$ cat config.mk
export PLATFORM = sky130hd
export DESIGN_NAME = cocofdc_bus_arbiter
export DESIGN_NICKNAME = d
export VERILOG_FILES = /design/src/rtl/cocofdc_pkg.sv /design/src/rtl/cocofdc_arb_pick.sv /design/src/rtl/cocofdc_bus_arbiter.sv
export SDC_FILE = /design/constraint.sdc
export NUM_CORES = 1
export LEC_CHECK = 0
export ABC_AREA = 1
export ABC_CLOCK_PERIOD_IN_PS = 1500
export BUFFER_PORTS_ARGS = -buffer_cell sky130_fd_sc_hd__clkbuf_2
export CAP_MARGIN = 40
export CORE_MARGIN = 3
export CORE_UTILIZATION = 45
export DETAILED_ROUTE_END_ITERATION = 8
export PLACE_DENSITY = 0.77
export REMOVE_ABC_BUFFERS = 1
export SLEW_MARGIN = 10
export SYNTH_ARGS = -nofsm -noshare
export SYNTH_HDL_FRONTEND = slang
export SYNTH_SLANG_ARGS = --single-unit
$ cat constraint.sdc
create_clock -name clk -period 1.5 [get_ports clk]
set_clock_uncertainty 0.05 [all_clocks]
set_input_delay 0.3 -clock clk [delete_from_list [all_inputs] [get_ports clk]]
set_output_delay 0.3 -clock clk [all_outputs]
set_load 0.05 [all_outputs]
$ cat src/rtl/cocofdc_pkg.sv
// Shared types and constants for the CoCo FDC EEPROM bus arbiter.
package cocofdc_pkg;

   typedef enum logic [1:0] {ST_IDLE, ST_SETUP, ST_STROBE, ST_HOLD} arb_state_t;

   localparam int unsigned HOST_COCO = 0;
   localparam int unsigned HOST_AVR  = 1;

   function automatic int unsigned max3(input int unsigned a, input int unsigned b,
                                        input int unsigned c);
      int unsigned m;
      m = (a > b) ? a : b;
      return (m > c) ? m : c;
   endfunction

endpackage

$ cat src/rtl/cocofdc_arb_pick.sv
// Combinational winner select for the EEPROM bus arbiter.
// Build option: ARB_ROUND_ROBIN_EN selects round-robin; otherwise lowest index wins.
module cocofdc_arb_pick #(
   parameter int unsigned NUM_HOSTS = 2,
   parameter int unsigned LO_W      = 1
) (
   input  logic [NUM_HOSTS-1:0] eligible,
   input  logic [LO_W-1:0]      last_owner,
   output logic [NUM_HOSTS-1:0] winner,
   output logic                 any
);

   assign any = |eligible;

`ifdef ARB_ROUND_ROBIN_EN
   logic [31:0] idx;
   logic        found;

   // Search starts just after the previous owner and wraps around.
   always_comb begin
      winner = '0;
      found  = 1'b0;
      idx    = '0;
      for (int unsigned off = 1; off <= NUM_HOSTS; off++) begin
         idx = (32'(last_owner) + off) % NUM_HOSTS;
         if (!found && eligible[idx[LO_W-1:0]]) begin
            winner[idx[LO_W-1:0]] = 1'b1;
            found                 = 1'b1;
         end
      end
   end
`else
   logic unused_last_owner;
   assign unused_last_owner = ^last_owner;

   always_comb begin
      winner = '0;
      for (int i = NUM_HOSTS - 1; i >= 0; i--) begin
         if (eligible[i]) begin
            winner    = '0;
            winner[i] = 1'b1;
         end
      end
   end
`endif

endmodule

$ cat src/rtl/cocofdc_bus_arbiter.sv
// Shared EEPROM bus arbiter for the CoCo FDC: grants one host and sequences OE/WE strobes.
// Build option: ARB_ROUND_ROBIN_EN selects round-robin arbitration (default fixed priority).
import cocofdc_pkg::*;

module cocofdc_bus_arbiter #(
   parameter int unsigned NUM_HOSTS  = 2,
   parameter int unsigned ADDR_W     = 15,
   parameter int unsigned DATA_W     = 8,
   parameter int unsigned SETUP_CYC  = 1,
   parameter int unsigned STROBE_CYC = 4,
   parameter int unsigned HOLD_CYC   = 1
) (
   input  logic                         clk,
   input  logic                         reset,
   input  logic [NUM_HOSTS-1:0]         h_power,
   input  logic [NUM_HOSTS-1:0]         h_req,
   input  logic [NUM_HOSTS-1:0]         h_rw,
   input  logic [NUM_HOSTS*ADDR_W-1:0]  h_addr,
   input  logic [NUM_HOSTS*DATA_W-1:0]  h_wdata,
   output logic [NUM_HOSTS-1:0]         h_grant,
   output logic [NUM_HOSTS-1:0]         h_ack,
   output logic [DATA_W-1:0]            h_rdata,
   output logic [ADDR_W-1:0]            e_addr,
   output logic [DATA_W-1:0]            e_wdata,
   output logic                         e_wdata_oe,
   input  logic [DATA_W-1:0]            e_rdata,
   output logic                         e_oe_n,
   output logic                         e_we_n
);

   localparam int unsigned LO_W    = (NUM_HOSTS > 1) ? $clog2(NUM_HOSTS) : 1;
   localparam int unsigned MAX_CYC = max3(SETUP_CYC, STROBE_CYC, HOLD_CYC);
   localparam int unsigned CNT_W   = $clog2(MAX_CYC + 1);

   arb_state_t           state;
   logic [CNT_W-1:0]     cnt;
   logic [LO_W-1:0]      last_owner;
   logic                 rw;

   logic [NUM_HOSTS-1:0] eligible;
   logic [NUM_HOSTS-1:0] winner;
   logic                 any;
   logic [LO_W-1:0]      win_idx;
   logic                 sel_rw;
   logic [ADDR_W-1:0]    sel_addr;
   logic [DATA_W-1:0]    sel_wdata;

   assign eligible = h_req & h_power;

   cocofdc_arb_pick #(
      .NUM_HOSTS (NUM_HOSTS),
      .LO_W      (LO_W)
   ) u_pick (
      .eligible   (eligible),
      .last_owner (last_owner),
      .winner     (winner),
      .any        (any)
   );

   always_comb begin
      win_idx   = '0;
      sel_rw    = 1'b0;
      sel_addr  = '0;
      sel_wdata = '0;
      for (int i = 0; i < NUM_HOSTS; i++) begin
         if (winner[i]) begin
            win_idx   = LO_W'(i);
            sel_rw    = h_rw[i];
            sel_addr  = h_addr[i*ADDR_W +: ADDR_W];
            sel_wdata = h_wdata[i*DATA_W +: DATA_W];
         end
      end
   end

   // Owner's req/power are not consulted after the grant so an access always runs to completion.
   always_ff @(posedge clk) begin
      if (reset) begin
         state      <= ST_IDLE;
         cnt        <= '0;
         last_owner <= LO_W'(NUM_HOSTS - 1);
         rw         <= 1'b0;
         h_grant    <= '0;
         h_ack      <= '0;
         h_rdata    <= '0;
         e_addr     <= '0;
         e_wdata    <= '0;
         e_wdata_oe <= 1'b0;
         e_oe_n     <= 1'b1;
         e_we_n     <= 1'b1;
      end else begin
         h_ack <= '0;
         unique case (state)
            ST_IDLE: begin
               if (any) begin
                  state      <= ST_SETUP;
                  cnt        <= CNT_W'(SETUP_CYC - 1);
                  h_grant    <= winner;
                  last_owner <= win_idx;
                  rw         <= sel_rw;
                  e_addr     <= sel_addr;
                  e_wdata    <= sel_wdata;
                  e_wdata_oe <= ~sel_rw;
               end
            end
            ST_SETUP: begin
               if (cnt == '0) begin
                  state  <= ST_STROBE;
                  cnt    <= CNT_W'(STROBE_CYC - 1);
                  e_oe_n <= ~rw;
                  e_we_n <= rw;
               end else begin
                  cnt <= cnt - CNT_W'(1);
               end
            end
            ST_STROBE: begin
               if (cnt == '0) begin
                  state  <= ST_HOLD;
                  cnt    <= CNT_W'(HOLD_CYC - 1);
                  e_oe_n <= 1'b1;
                  e_we_n <= 1'b1;
                  if (rw) h_rdata <= e_rdata;
                  if (HOLD_CYC == 1) h_ack <= h_grant;
               end else begin
                  cnt <= cnt - CNT_W'(1);
               end
            end
            ST_HOLD: begin
               if (cnt == '0) begin
                  state      <= ST_IDLE;
                  h_grant    <= '0;
                  e_wdata_oe <= 1'b0;
               end else begin
                  cnt <= cnt - CNT_W'(1);
                  // Ack is registered, so raise it on entry to the final hold cycle.
                  if (cnt == CNT_W'(1)) h_ack <= h_grant;
               end
            end
            default: state <= ST_IDLE;
         endcase
      end
   end

endmodule

# Word-level counts from Yosys, hierarchy flattened
# Cells that the tools add are included.
[totals]
ff_bits = 44
input_bits = 62
output_inout_bits = 38
[classes]
addsub = 1
n_eq_ne = 9
muxes = 32
n_bitwise = 3
n_reduce_logical = 11
[op_table]
columns = ["cell", "count"]
rows = [
  ["15-bit two-way mux", 2],
  ["2-bit two-way mux", 10],
  ["8-bit two-way mux", 2],
  ["3-bit two-way mux", 4],
  ["3-bit one-hot mux with 4 select lines", 1],
  ["2-bit inequality test, second input constant", 5],
  ["3-bit AND reduction", 3],
  ["2-bit one-hot mux with 2 select lines", 2],
  ["2-bit one-hot mux with 4 select lines", 1],
  ["1-bit two-way mux", 7],
  ["1-bit one-hot mux with 2 select lines", 3],
  ["2-bit == test, second input constant", 2],
  ["2-bit AND reduction", 2],
  ["4-bit AND reduction", 1],
  ["2-bit nonzero test", 2],
  ["3-bit by 1-bit == test with 1-bit output, second input constant", 1],
  ["3-bit zero test", 1],
  ["3-bit by 1-bit subtractor with 3-bit output, second input constant", 1],
  ["2-bit AND", 1],
  ["2-bit by 1-bit == test with 1-bit output, second input constant", 1],
  ["2-bit zero test", 1],
  ["1-bit inverter", 2],
  ["2-bit OR reduction", 1],
]

# Depth between registers and ports, before layout
[depth]
word_depth = 8
ltp_mapped = 10

# By module
# A second synthesis with hierarchy kept.
[unflattened]
cells_unflattened = 285
hier_area_um2 = 2062.0
[modules_own_cells]
columns = ["mod", "n_inst", "cells_each", "area_each_um2", "seq_area_each_um2"]
rows = [
  ["cocofdc_bus_arbiter", 1, 280, 2039.5, 900.9],
  ["cocofdc_arb_pick", 1, 5, 22.5, 0.0],
]

# Worst setup path before layout
# No wires, ideal clock.
[synth_timing]
path_kind = "register to register"
from = "register cnt[0]"
to = "register h_rdata[5]"
setup_time_ns = 0.119
arrival_time_ns = 1.169
setup_slack_ns = 0.161
path_stages_with_launch = 9
n_path_buf = 1
cell_sequence = "dfxtp_1 > inv_1 > ha_1 > inv_2 > nor2_4 > nand3_4 > buf_6 > o21ai_0 > a21oi_1"
[synth_via]
elab_chain_len = 2
[synth_rtl]
columns = ["element", "line_no", "text"]
rows = [
  ["start: declaration", "cocofdc_bus_arbiter.sv:36", "logic [CNT_W-1:0] cnt;"],
  ["start signal: assignment", "cocofdc_bus_arbiter.sv:96", "cnt <= CNT_W'(SETUP_CYC - 1);"],
  ["start signal: assignment", "cocofdc_bus_arbiter.sv:108", "cnt <= CNT_W'(STROBE_CYC - 1);"],
  ["start signal: assignment", "cocofdc_bus_arbiter.sv:112", "cnt <= cnt - CNT_W'(1);"],
  ["3-bit zero test", "cocofdc_bus_arbiter.sv:116", "if (cnt == '0) begin"],
  ["3-bit AND reduction (no source line)", "--", ""],
  ["end signal: assignment", "cocofdc_bus_arbiter.sv:121", "if (rw) h_rdata <= e_rdata;"],
  ["end: declaration", "cocofdc_bus_arbiter.sv:22", "output logic [DATA_W-1:0] h_rdata,"],
]
# No other way between the ends.
# A chain may end at the register's enable or synchronous reset.

# Worst setup path after layout
[layout_timing]
from = "register state[0]"
to = "register e_wdata[0]"
[layout_via]
elab_chain_len = 2
[layout_rtl]
columns = ["element", "line_no", "text"]
rows = [
  ["start: declaration", "cocofdc_bus_arbiter.sv:35", "arb_state_t state;"],
  ["start signal: assignment", "cocofdc_bus_arbiter.sv:78", "state <= ST_IDLE;"],
  ["start signal: assignment", "cocofdc_bus_arbiter.sv:95", "state <= ST_SETUP;"],
  ["start signal: assignment", "cocofdc_bus_arbiter.sv:107", "state <= ST_STROBE;"],
  ["2-bit zero test", "cocofdc_bus_arbiter.sv:92", "unique case (state)"],
  ["2-bit AND reduction (no source line)", "--", ""],
  ["end signal: assignment", "cocofdc_bus_arbiter.sv:101", "e_wdata <= sel_wdata;"],
  ["end: declaration", "cocofdc_bus_arbiter.sv:24", "output logic [DATA_W-1:0] e_wdata,"],
]
# No other way between the ends.

==> run_results.csv <==
group,metric,value,unit
placed_design,io_buffers,99,
route,routedWlPerCell,11.1,um
synth,yosys_warnings,0,
timing,setup_violations,0,
critical_path,reg2regPathDepth,6,
cts,clockBufferDepth,2,
synth,yosys-top-cells-area,"dfxtp_1, nor2_1, inv_1",
route,drt_first_pass_iters,4,
critical_path,worstPathRequired,1640,ps
critical_path,end_kind,"register",
cts,postCtsHoldBufs,0,
cts,cts_sinks,44,
final_layout,layout.nets,518,
final_layout,fin_area,3090,um^2
timing,rsz0062_at_grt,"yes",
die,dieHeight,78.0,um
job,maxCapViolations,0,
grt,grt.busiest_layer,"met2",
grt,grt_max_degree,25,
die,core-area,4850,um^2
synth,ys_types,22,
timing,timing.final.ws_setup,104,ps
synth,seq_area_frac_synth,37.8,%
die,initial_core_util,48.1,%
timing,maxSlewViolCount,0,
final_layout,drive_above_1_share,33.8,%
grt,grt_pass1_vias,2214,
grt,grt_use_met3,6.38,%
cts,clk_root_buffer_cell,"clkbuf_8",
die,pin_count,100,
cts,clkLatencyLatePin,290,ps
cts,htreeDepth,2,
timing,hold_viol_final,0,
route,drt_iter0_markers,90,
placed_design,placed_cell_area,2900,um^2
power,p_leak,1.71,nW
final_layout,diodes,0,
timing,min_period_over_period,93.0,%
placed_design,routabilityCongestion,0.980,
critical_path,path_class,"register to register",
final_layout,final_common_cell,"clkbuf_2",
cts,clk_pin_slew,80,ps
timing,relSlewSlack,80.7,%
die,die_x,78.0,um
die,dieArea,6080,um^2
synth,synth_top_area_cell,"dfxtp_1",
critical_path,path_max_fanout,13,
route,via_count,2354,
final_layout,area_growth_syn_to_layout,32.5,%
route,wl,5730,um
synth,yosys.area.top_type_share,37.8,%
grt,grt.total_usage,19.0,%
final_layout,final_cell_mix,"clkbuf_2, nor2_1, inv_1, dfxtp_1, nand2_1",
grt,grtUsageMet2,32.0,%
timing,tns,0,ps
critical_path,startpoint_type,"register",
grt,antenna_found_initial,0,
placed_design,dp_slack,48.6,ps
timing,period_minus_slack,1400,ps
placed_design,dp_hpwl,4290,um
route,antenna_left,0,
timing,worstMarginPinSlew,291,ps
synth,syn-cell-area,2330,um^2
grt,grt_pass1_wl,9360,um
power,ir_drop,962,uV
synth,postSynthAreaPerCell,6.71,um^2
grt,globalRouteMet1Util,22.6,%
route,drc,0,
critical_path,critical_path_arrival,1540,ps
timing,fmax,0.716,GHz
route,vias_per_cell,4.55,
cts,cts_tree,"built",
grt,globalRouteOverflowTotal,0,
final_layout,utilization,63.7,%
synth,synth_seq_cells,44,
run_status,status,"finished, final reports clean",
synth,syn_inst,347,
cts,cts-buffers-inserted,5,
power,power_density,1670,nW/um^2
min_path,worst_hold_path.num_cells,2,
critical_path,ff2ff_setup_slack,100,ps
min_path,min_path_type,"input pin to register",
die,rows,25,
per-stage QoR:
| stage | hold WS [ps] | total power [mW] | instances |
|---|---|---|---|
| after global placement | 380 | 4.06 | 508 |
| after detailed placement | 386 | 4.10 | 508 |
| after floorplan | 319 | 3.46 | 334 |
| final | 166 | 5.15 | 517 |
| after global routing | 172 | 5.51 | 517 |
| after CTS | 154 | 5.06 | 516 |
power by group:
part | internal, mW | switching, mW
registers | 1.45 | 0.192
logic | 0.778 | 1.78
clock network | 0.544 | 0.403
total | 2.77 | 2.38
cells in the mapped netlist:
master,instances
o21ai_0,28
nand3_1,14
inv_1,70
clkbuf_1,3
nand2_2,3
inv_4,1
nand3_4,1
nor2_1,79
nor2_4,1
inv_2,1
a21oi_1,14
nor3_2,10
nand2_1,40
buf_2,5
nand2_4,2
nand4_1,1
dfxtp_1,44
buf_6,5
nor3_1,12
o211ai_1,1
ha_1,7
o21ai_1,5
cell families after synthesis:
group | count (synthesis) | synth area share, %
and+or+nand+nor | 163 | 32.3
buffers and inverters | 85 | 15.7
AOI/OAI and AO/OA | 48 | 10.4
DFF | 44 | 37.8
adders and majority gates | 7 | 3.76
cell type report:
class | count | area [um^2]
clock inverters | 2 | 38.8
fillers | 440 | 1760
clock buffers | 6 | 82.6
multi-input cells | 219 | 1140
flip-flops and latches | 44 | 885
repair buffers | 107 | 581
inverters | 72 | 273
well taps | 67 | 83.8
path summary, 6_finish.rpt:
| kind | start | to |
|---|---|---|
| max | state[0] | e_wdata[0] |
| min | reset | cnt[0] |
| max reg2reg | state[0] | e_wdata[0] |
| min reg2reg | h_rdata[6] | h_rdata[6] |
sequential cells by signal, indices dropped and copies added, names as in the netlist:
signal,cells
e_addr,15
e_wdata,8
h_rdata,8
cnt,3
h_ack,2
h_grant,2
state,2
e_oe_n,1
e_wdata_oe,1
e_we_n,1
rw,1
worst max-delay path, stage by stage, from the launching register on:
cell and delay (ps):
dfxtp_2 340, inv_1 100, ha_2 280, nand2_4 120, buf_12 160, nor3_1 190
nor2_1 60
routing by layer:
layer	share of wire, %	up-vias
met4	0.54	0
met3	9.3	4
met2	46	95
li1	-	1260
met5	0	-
met1	44	995
repair_timing:
item | in CTS | in global routing
endpoints found under the hold margin | 0 | 0
gates resized for setup | 0 | 26
setup buffers | 0 | 0
endpoints found under the setup margin | 0 | 39
(Power assumes the default switching activity.)
